<file path="config.mk">
export PLATFORM = sky130hd
export DESIGN_NAME = muldiv_unit
export DESIGN_NICKNAME = d
export VERILOG_FILES = /design/src/rtl/muldiv_pkg.sv /design/src/rtl/muldiv_step.sv /design/src/rtl/muldiv_unit.sv
export SDC_FILE = /design/constraint.sdc
export NUM_CORES = 1
export LEC_CHECK = 0
export BUFFER_PORTS_ARGS = -buffer_cell sky130_fd_sc_hd__buf_2
export CORE_MARGIN = 3
export CORE_UTILIZATION = 56
export CTS_CLUSTER_SIZE = 25
export DETAILED_ROUTE_END_ITERATION = 12
export GPL_TIMING_DRIVEN = 0
export PLACE_DENSITY = 0.76
export SETUP_SLACK_MARGIN = 0.05
export SLEW_MARGIN = 0
export SYNTH_ARGS = -nofsm -noshare
export SYNTH_HDL_FRONTEND = slang
export SYNTH_SLANG_ARGS = --single-unit
</file>
<file path="constraint.sdc">
create_clock -name clk -period 3.04 [get_ports clk]
set_input_delay 0.304 -clock clk [delete_from_list [all_inputs] [get_ports clk]]
set_output_delay 0.304 -clock clk [all_outputs]
set_load 0.02 [all_outputs]
</file>
<file path="src/rtl/muldiv_pkg.sv">
// Shared encodings for the iterative multiply/divide unit.
// The step module and the top-level control both import this package.
package muldiv_pkg;

    localparam logic [2:0] OP_MULT  = 3'd0;
    localparam logic [2:0] OP_MULTU = 3'd1;
    localparam logic [2:0] OP_DIV   = 3'd2;
    localparam logic [2:0] OP_DIVU  = 3'd3;
    localparam logic [2:0] OP_MTHI  = 3'd4;
    localparam logic [2:0] OP_MTLO  = 3'd5;

    localparam logic MODE_MUL = 1'b0;
    localparam logic MODE_DIV = 1'b1;

    typedef enum logic [1:0] {
        S_IDLE = 2'd0,
        S_CALC = 2'd1,
        S_FIX  = 2'd2
    } state_t;

endpackage

</file>
<file path="src/rtl/muldiv_step.sv">
// One iteration of the shared datapath: shift-add for multiply,
// restoring shift-subtract for divide, over the {hi, lo} working pair.
module muldiv_step
    import muldiv_pkg::*;
#(
    parameter int WIDTH = 32
) (
    input  logic             mode,
    input  logic [WIDTH-1:0] hi_in,
    input  logic [WIDTH-1:0] lo_in,
    input  logic [WIDTH-1:0] opnd,
    output logic [WIDTH-1:0] hi_out,
    output logic [WIDTH-1:0] lo_out
);

    logic [WIDTH:0] sum;
    logic [WIDTH:0] rem_sh;
    logic [WIDTH:0] diff;

    always_comb begin
        sum    = {1'b0, hi_in} + (lo_in[0] ? {1'b0, opnd} : '0);
        rem_sh = {hi_in, lo_in[WIDTH-1]};
        diff   = rem_sh - {1'b0, opnd};
        hi_out = '0;
        lo_out = '0;
        if (mode == MODE_MUL) begin
            hi_out = sum[WIDTH:1];
            lo_out = {sum[0], lo_in[WIDTH-1:1]};
        end else if (!diff[WIDTH]) begin
            // No borrow: the trial subtraction stands and the quotient bit is 1.
            hi_out = diff[WIDTH-1:0];
            lo_out = {lo_in[WIDTH-2:0], 1'b1};
        end else begin
            hi_out = rem_sh[WIDTH-1:0];
            lo_out = {lo_in[WIDTH-2:0], 1'b0};
        end
    end

endmodule

</file>
<file path="src/rtl/muldiv_unit.sv">
// Iterative MULT/MULTU/DIV/DIVU/MTHI/MTLO unit with HI/LO registers.
// Works on magnitudes, then applies the sign correction in a final FIX cycle.
module muldiv_unit
    import muldiv_pkg::*;
#(
    parameter int WIDTH = 32
) (
    input  logic             clk,
    input  logic             reset,
    input  logic             i_start,
    input  logic [2:0]       i_op,
    input  logic             i_cancel,
    input  logic [WIDTH-1:0] i_a,
    input  logic [WIDTH-1:0] i_b,
    output logic             o_busy,
    output logic             o_done,
    output logic [WIDTH-1:0] o_hi,
    output logic [WIDTH-1:0] o_lo
);

    localparam int CNT_W = $clog2(WIDTH + 1);

    state_t state, state_next;
    logic [CNT_W-1:0] cnt;
    logic [WIDTH-1:0] acc, lo_w, opnd;
    logic is_div, neg_lo, neg_hi, div0;
    logic load, fix, mt_hi, mt_lo;
    logic signed_op, a_neg, b_neg;
    logic [WIDTH-1:0] a_mag, b_mag, step_hi, step_lo;
    logic [WIDTH-1:0] quo_fix, rem_fix;
    logic [2*WIDTH-1:0] prod, prod_fix;

    always_comb begin
        state_next = state;
        load  = 1'b0;
        fix   = 1'b0;
        mt_hi = 1'b0;
        mt_lo = 1'b0;
        if (i_cancel) begin
            state_next = S_IDLE;
        end else begin
            case (state)
                S_IDLE: begin
                    if (i_start) begin
                        case (i_op)
                            OP_MULT, OP_MULTU, OP_DIV, OP_DIVU: begin
                                load       = 1'b1;
                                state_next = S_CALC;
                            end
                            OP_MTHI: mt_hi = 1'b1;
                            OP_MTLO: mt_lo = 1'b1;
                            default: ;
                        endcase
                    end
                end
                S_CALC:  if (cnt == CNT_W'(WIDTH - 1)) state_next = S_FIX;
                S_FIX: begin
                    fix        = 1'b1;
                    state_next = S_IDLE;
                end
                default: state_next = S_IDLE;
            endcase
        end
    end

    always_ff @(posedge clk or negedge reset) begin
        if (!reset) state <= S_IDLE;
        else        state <= state_next;
    end

    always_comb begin
        signed_op = (i_op == OP_MULT) || (i_op == OP_DIV);
        a_neg     = signed_op & i_a[WIDTH-1];
        b_neg     = signed_op & i_b[WIDTH-1];
        a_mag     = a_neg ? -i_a : i_a;
        b_mag     = b_neg ? -i_b : i_b;
        prod      = {acc, lo_w};
        prod_fix  = neg_lo ? -prod : prod;
        // Signed quotient truncates toward zero; remainder follows the dividend.
        quo_fix   = div0 ? '1 : (neg_lo ? -lo_w : lo_w);
        rem_fix   = neg_hi ? -acc : acc;
    end

    muldiv_step #(.WIDTH(WIDTH)) u_step (
        .mode   (is_div ? MODE_DIV : MODE_MUL),
        .hi_in  (acc),
        .lo_in  (lo_w),
        .opnd   (opnd),
        .hi_out (step_hi),
        .lo_out (step_lo)
    );

    always_ff @(posedge clk or negedge reset) begin
        if (!reset) begin
            cnt    <= '0;
            acc    <= '0;
            lo_w   <= '0;
            opnd   <= '0;
            is_div <= 1'b0;
            neg_lo <= 1'b0;
            neg_hi <= 1'b0;
            div0   <= 1'b0;
            o_busy <= 1'b0;
            o_done <= 1'b0;
            o_hi   <= '0;
            o_lo   <= '0;
        end else begin
            o_busy <= (state_next != S_IDLE);
            o_done <= fix;
            if (load) begin
                is_div <= (i_op == OP_DIV) || (i_op == OP_DIVU);
                cnt    <= '0;
                acc    <= '0;
                lo_w   <= (i_op == OP_DIV || i_op == OP_DIVU) ? a_mag : b_mag;
                opnd   <= (i_op == OP_DIV || i_op == OP_DIVU) ? b_mag : a_mag;
                neg_lo <= a_neg ^ b_neg;
                neg_hi <= a_neg;
                div0   <= (i_b == '0);
            end else if (state == S_CALC) begin
                acc  <= step_hi;
                lo_w <= step_lo;
                cnt  <= cnt + CNT_W'(1);
            end
            if (mt_hi) o_hi <= i_a;
            if (mt_lo) o_lo <= i_a;
            if (fix) begin
                if (is_div) begin
                    o_lo <= quo_fix;
                    o_hi <= rem_fix;
                end else begin
                    {o_hi, o_lo} <= prod_fix;
                end
            end
        end
    end

endmodule

</file>
==> results.json <==
{
  "min-delay-start": "i_cancel",
  "met1_length_um": 24300,
  "number_of_design_rule_violations_left_after_detail_routing": 0,
  "worst_hold_path.num_cells": 2,
  "crit_path_time_final_ns": 3.328,
  "finalMaxSlewViolations": 0,
  "mostFrequentLayoutCells": "246 x sky130_fd_sc_hd__nand2_1, 165 x sky130_fd_sc_hd__nor2_1, 156 x sky130_fd_sc_hd__dfrtp_1",
  "clkTransAtPathRegs_ns": 0.08,
  "wl_per_cell_um": 24.59,
  "dominant_synthesized_flop_cell": "sky130_fd_sc_hd__dfrtp_1",
  "critical_path.reg2reg.endpoint": "acc[10]",
  "critical_path.max_stage_delay_ns": 0.42,
  "cp_slowest_cell": "sky130_fd_sc_hd__a2111oi_4",
  "synthesis.nets": 2113,
  "die-width_um": 171.6,
  "io_pins": 137,
  "grt_pass1_wl_um": 91540,
  "drv_cap": 0,
  "routed_wirelength_um": 62660,
  "setup_slack_ns": -0.2884,
  "max_slew.worst_pin.slew_ns": 0.8674,
  "fin_crit_sh_pct": 109.5,
  "hold-worst-slack_ns": 0.1186,
  "routability_congestion": 1.038,
  "max-clock-path-buffers": 2,
  "ys_warn_count": 0,
  "outcome": "complete, but fails checks",
  "nature_of_the_critical_path_endpoint": "flop",
  "hold_path.class": "in -> reg",
  "yosysTopAreaCell": "sky130_fd_sc_hd__dfrtp_1",
  "floorplan.core_area_um2": 26950,
  "placement_rows": 60,
  "peakVddDrop_v": 0.0006850,
  "initial_utilization_pct": 57.01,
  "overflow": 0,
  "reg2reg_depth": 13,
  "chipHeight_um": 171.6,
  "top_signal_layer_used": "met4",
  "final-instance-count-excl-fill": 2548,
  "drt-vias-per-instance": 6.778,
  "post_route_cells_drive_above_1_share_pct": 20.43,
  "timing_hold_violations_final": 0,
  "worst-r2r-setup-slack_ns": -0.29,
  "grt_antenna_before_repair": 0,
  "drt_pre_antenna_iters": 6,
  "wl_met2_um": 26880,
  "synth_cell_type_count": 76,
  "fmax_mhz": 300.4,
  "layout_nets": 2336,
  "finalCoreUtilization_pct": 70.20,
  "cp_cell_sequence": "inv_1, ha_2, nand4_1, a21oi_2, o21ai_4, a2111oi_4, nor4_4, buf_4, xnor2_4, buf_6, buf_8, mux2_4, a221o_1",
  "remaining_antenna_violation_count": 0,
  "mean_syn_cell_area_um2": 7.795,
  "synthArstFlopShare_pct": 100.0,
  "post-route-cell-area_um2": 18920,
  "kind_of_critical_path": "reg -> reg",
  "power_density_nw_per_um2": 948.3,
  "timing.final.setup_violations": 34,
  "sum_of_internal_switching_and_leakage_power_mw": 17.94,
  "tritoncts.num_buffers": 17,
  "clock-skew-final_ns": 0.01626,
  "worst_hold_path.endpoint": "state[1]",
  "reg2reg_from": "opnd[10]",
  "dpl.cell_count": 2446,
  "portBuffers": 132,
  "tns_ns": -6.160,
  "n_antenna_cell": 0,
  "clock_latency_ns": 0.45,
  "static-leakage-power_nw": 7.873,
  "critPathMaxFanout": 6,
  "initial_drc_count": 2241,
  "number_of_synthesized_flops_with_an_enable_pin": 0,
  "n_fill_cell": 2154,
  "grt_usage_pct": 40.29,
  "met3_length_um": 8182,
  "area.growth.synth_to_final_pct": 23.14,
  "failed_checks": "setup timing",
  "crit_required_ns": 3.37,
  "synth.ff_latch_count": 174,
  "detailedPlace.worstSlack_ns": -1.087,
  "most_common_cell_after_layout_fill_and_taps_aside": "sky130_fd_sc_hd__nand2_1",
  "htreeDepth": 4,
  "max_slew_margin_pct": 42.17,
  "netlist_instances": 1971,
  "rsz0062_at_grt": "yes",
  "maximum_number_of_pins_on_one_net_before_global_route_repair": 107,
  "post_synth_main_area_contributors": "sky130_fd_sc_hd__dfrtp_1 28%, sky130_fd_sc_hd__nand2_1 6.1%, sky130_fd_sc_hd__ha_1 5.6%, sky130_fd_sc_hd__o21ai_0 5.5%, sky130_fd_sc_hd__a21oi_1 5.2%",
  "placed_area_um2": 16570,
  "synthesis.area_um2": 15360,
  "hpwl_um": 45430,
  "cts.sink_count": 174,
  "via_count_of_the_first_global_routing_pass": 15968,
  "route.vias.total": 17270,
  "cts_root_buf": "sky130_fd_sc_hd__clkbuf_16",
  "synth-seq-area-share_pct": 28.34,
  "cp_data_arrival_time_ns": 3.66,
  "crit_path_start_kind": "flop",
  "floorplan.die_area_um2": 29460,
  "yosysTopAreaCellShare_pct": 28.34,
  "tritoncts": "yes"
}
worst max-delay path, delay by kind of cell (launching register included):
| kind | cells | cell delay [ns] |
|---|---|---|
| AO/OA/AOI/OAI | 4 | 1.06 |
| buffers and inverters | 4 | 0.56 |
| AND/OR/NAND/NOR | 2 | 0.29 |
| XOR/XNOR | 1 | 0.23 |
| adder cells (fa/ha/maj) | 1 | 0.41 |
| flip-flops | 1 | 0.35 |
| multiplexers | 1 | 0.30 |
cell families after synthesis:
family	count (synthesis)	share of synthesized area, %
AO/OA/AOI/OAI	602	24.74
XOR/XNOR	174	9.967
adder cells (fa/ha/maj)	71	5.880
buffers and inverters	195	4.959
flip-flops	174	28.34
multiplexers	85	5.619
AND/OR/NAND/NOR	670	20.50
flip-flops by register name (all words and copies together) (netlist names), 2 cells and up:
name,flops
acc,32
cnt,6
lo_w,32
o_hi,32
o_lo,32
opnd,32
state,2
cell usage after synthesis, drive strengths merged (9+ instances only):
master  instances
nand2         250
nor2          175
dfrtp         174
o21ai         173
a21oi         159
clkbuf        112
xor2           88
xnor2          86
mux2i          75
ha             69
inv            60
nor3           49
o211ai         45
a32oi          30
nand3          25
o31ai          25
a22oi          24
nor2b          24
nor4           24
buf            22
nand2b         22
or3            21
a211oi         20
a21o           20
a31oi          18
or4            16
nand4          15
o41ai          13
o21a           11
and2           10
mux2           10
o21bai          9
or2             9
layer usage:
metal / track usage [%] / vias to the layer above
met5: 0 / -
li1: - / 7566
met1: 53.21 / 8147
met3: 12.23 / 245
met2: 61.30 / 1312
met4: 17.46 / 0
worst max path at each step:
stage | startpoint | to | slack [ns] | cells after the start
2_1_floorplan | lo_w[31] | acc[27] | 0.03 | 13
3_3_place_gp | reset | state[0] | -1.17 | 1
3_5_place_dp | lo_w[0] | o_hi[24] | -1.09 | 13
5_1_grt | opnd[9] | acc[10] | -0.38 | 13
4_1_cts | acc[13] | acc[10] | -0.19 | 12
6_report | opnd[10] | acc[10] | -0.29 | 13
power by group:
group / total [mW] / leakage, nW / switching, mW / internal [mW]
Sequential: 3.86 / 2.17 / 0.889 / 2.97
Clock: 2.38 / 0.288 / 1.10 / 1.28
Combinational: 11.7 / 5.41 / 6.65 / 5.05
Total: 17.9 / 7.87 / 8.64 / 9.30
repair_timing:
| action | 4_1_cts | 5_1_grt |
|---|---|---|
| resized for setup | 162 | 124 |
| buffers inserted | 45 | 37 |
| gates cloned | 1 | 0 |
| setup endpoints to repair | 104 | 88 |
| hold buffers | 1 | 0 |
| endpoints found under the hold margin | 68 | 0 |
| pin swaps | 46 | 36 |
cell type report:
class                      instances  area (um2)  area share [%]
buffer                           125       651.9           3.446
sequential                       174        4377           23.13
multi-input combinational       1602       11240           59.41
inverter                          61       234.0           1.237
tap                              341       426.7           2.255
timing repair buffer             213        1384           7.314
clock buffer                      20       456.7           2.414
clock inverter                    12       148.9          0.7870
(Power assumes the default switching activity.)
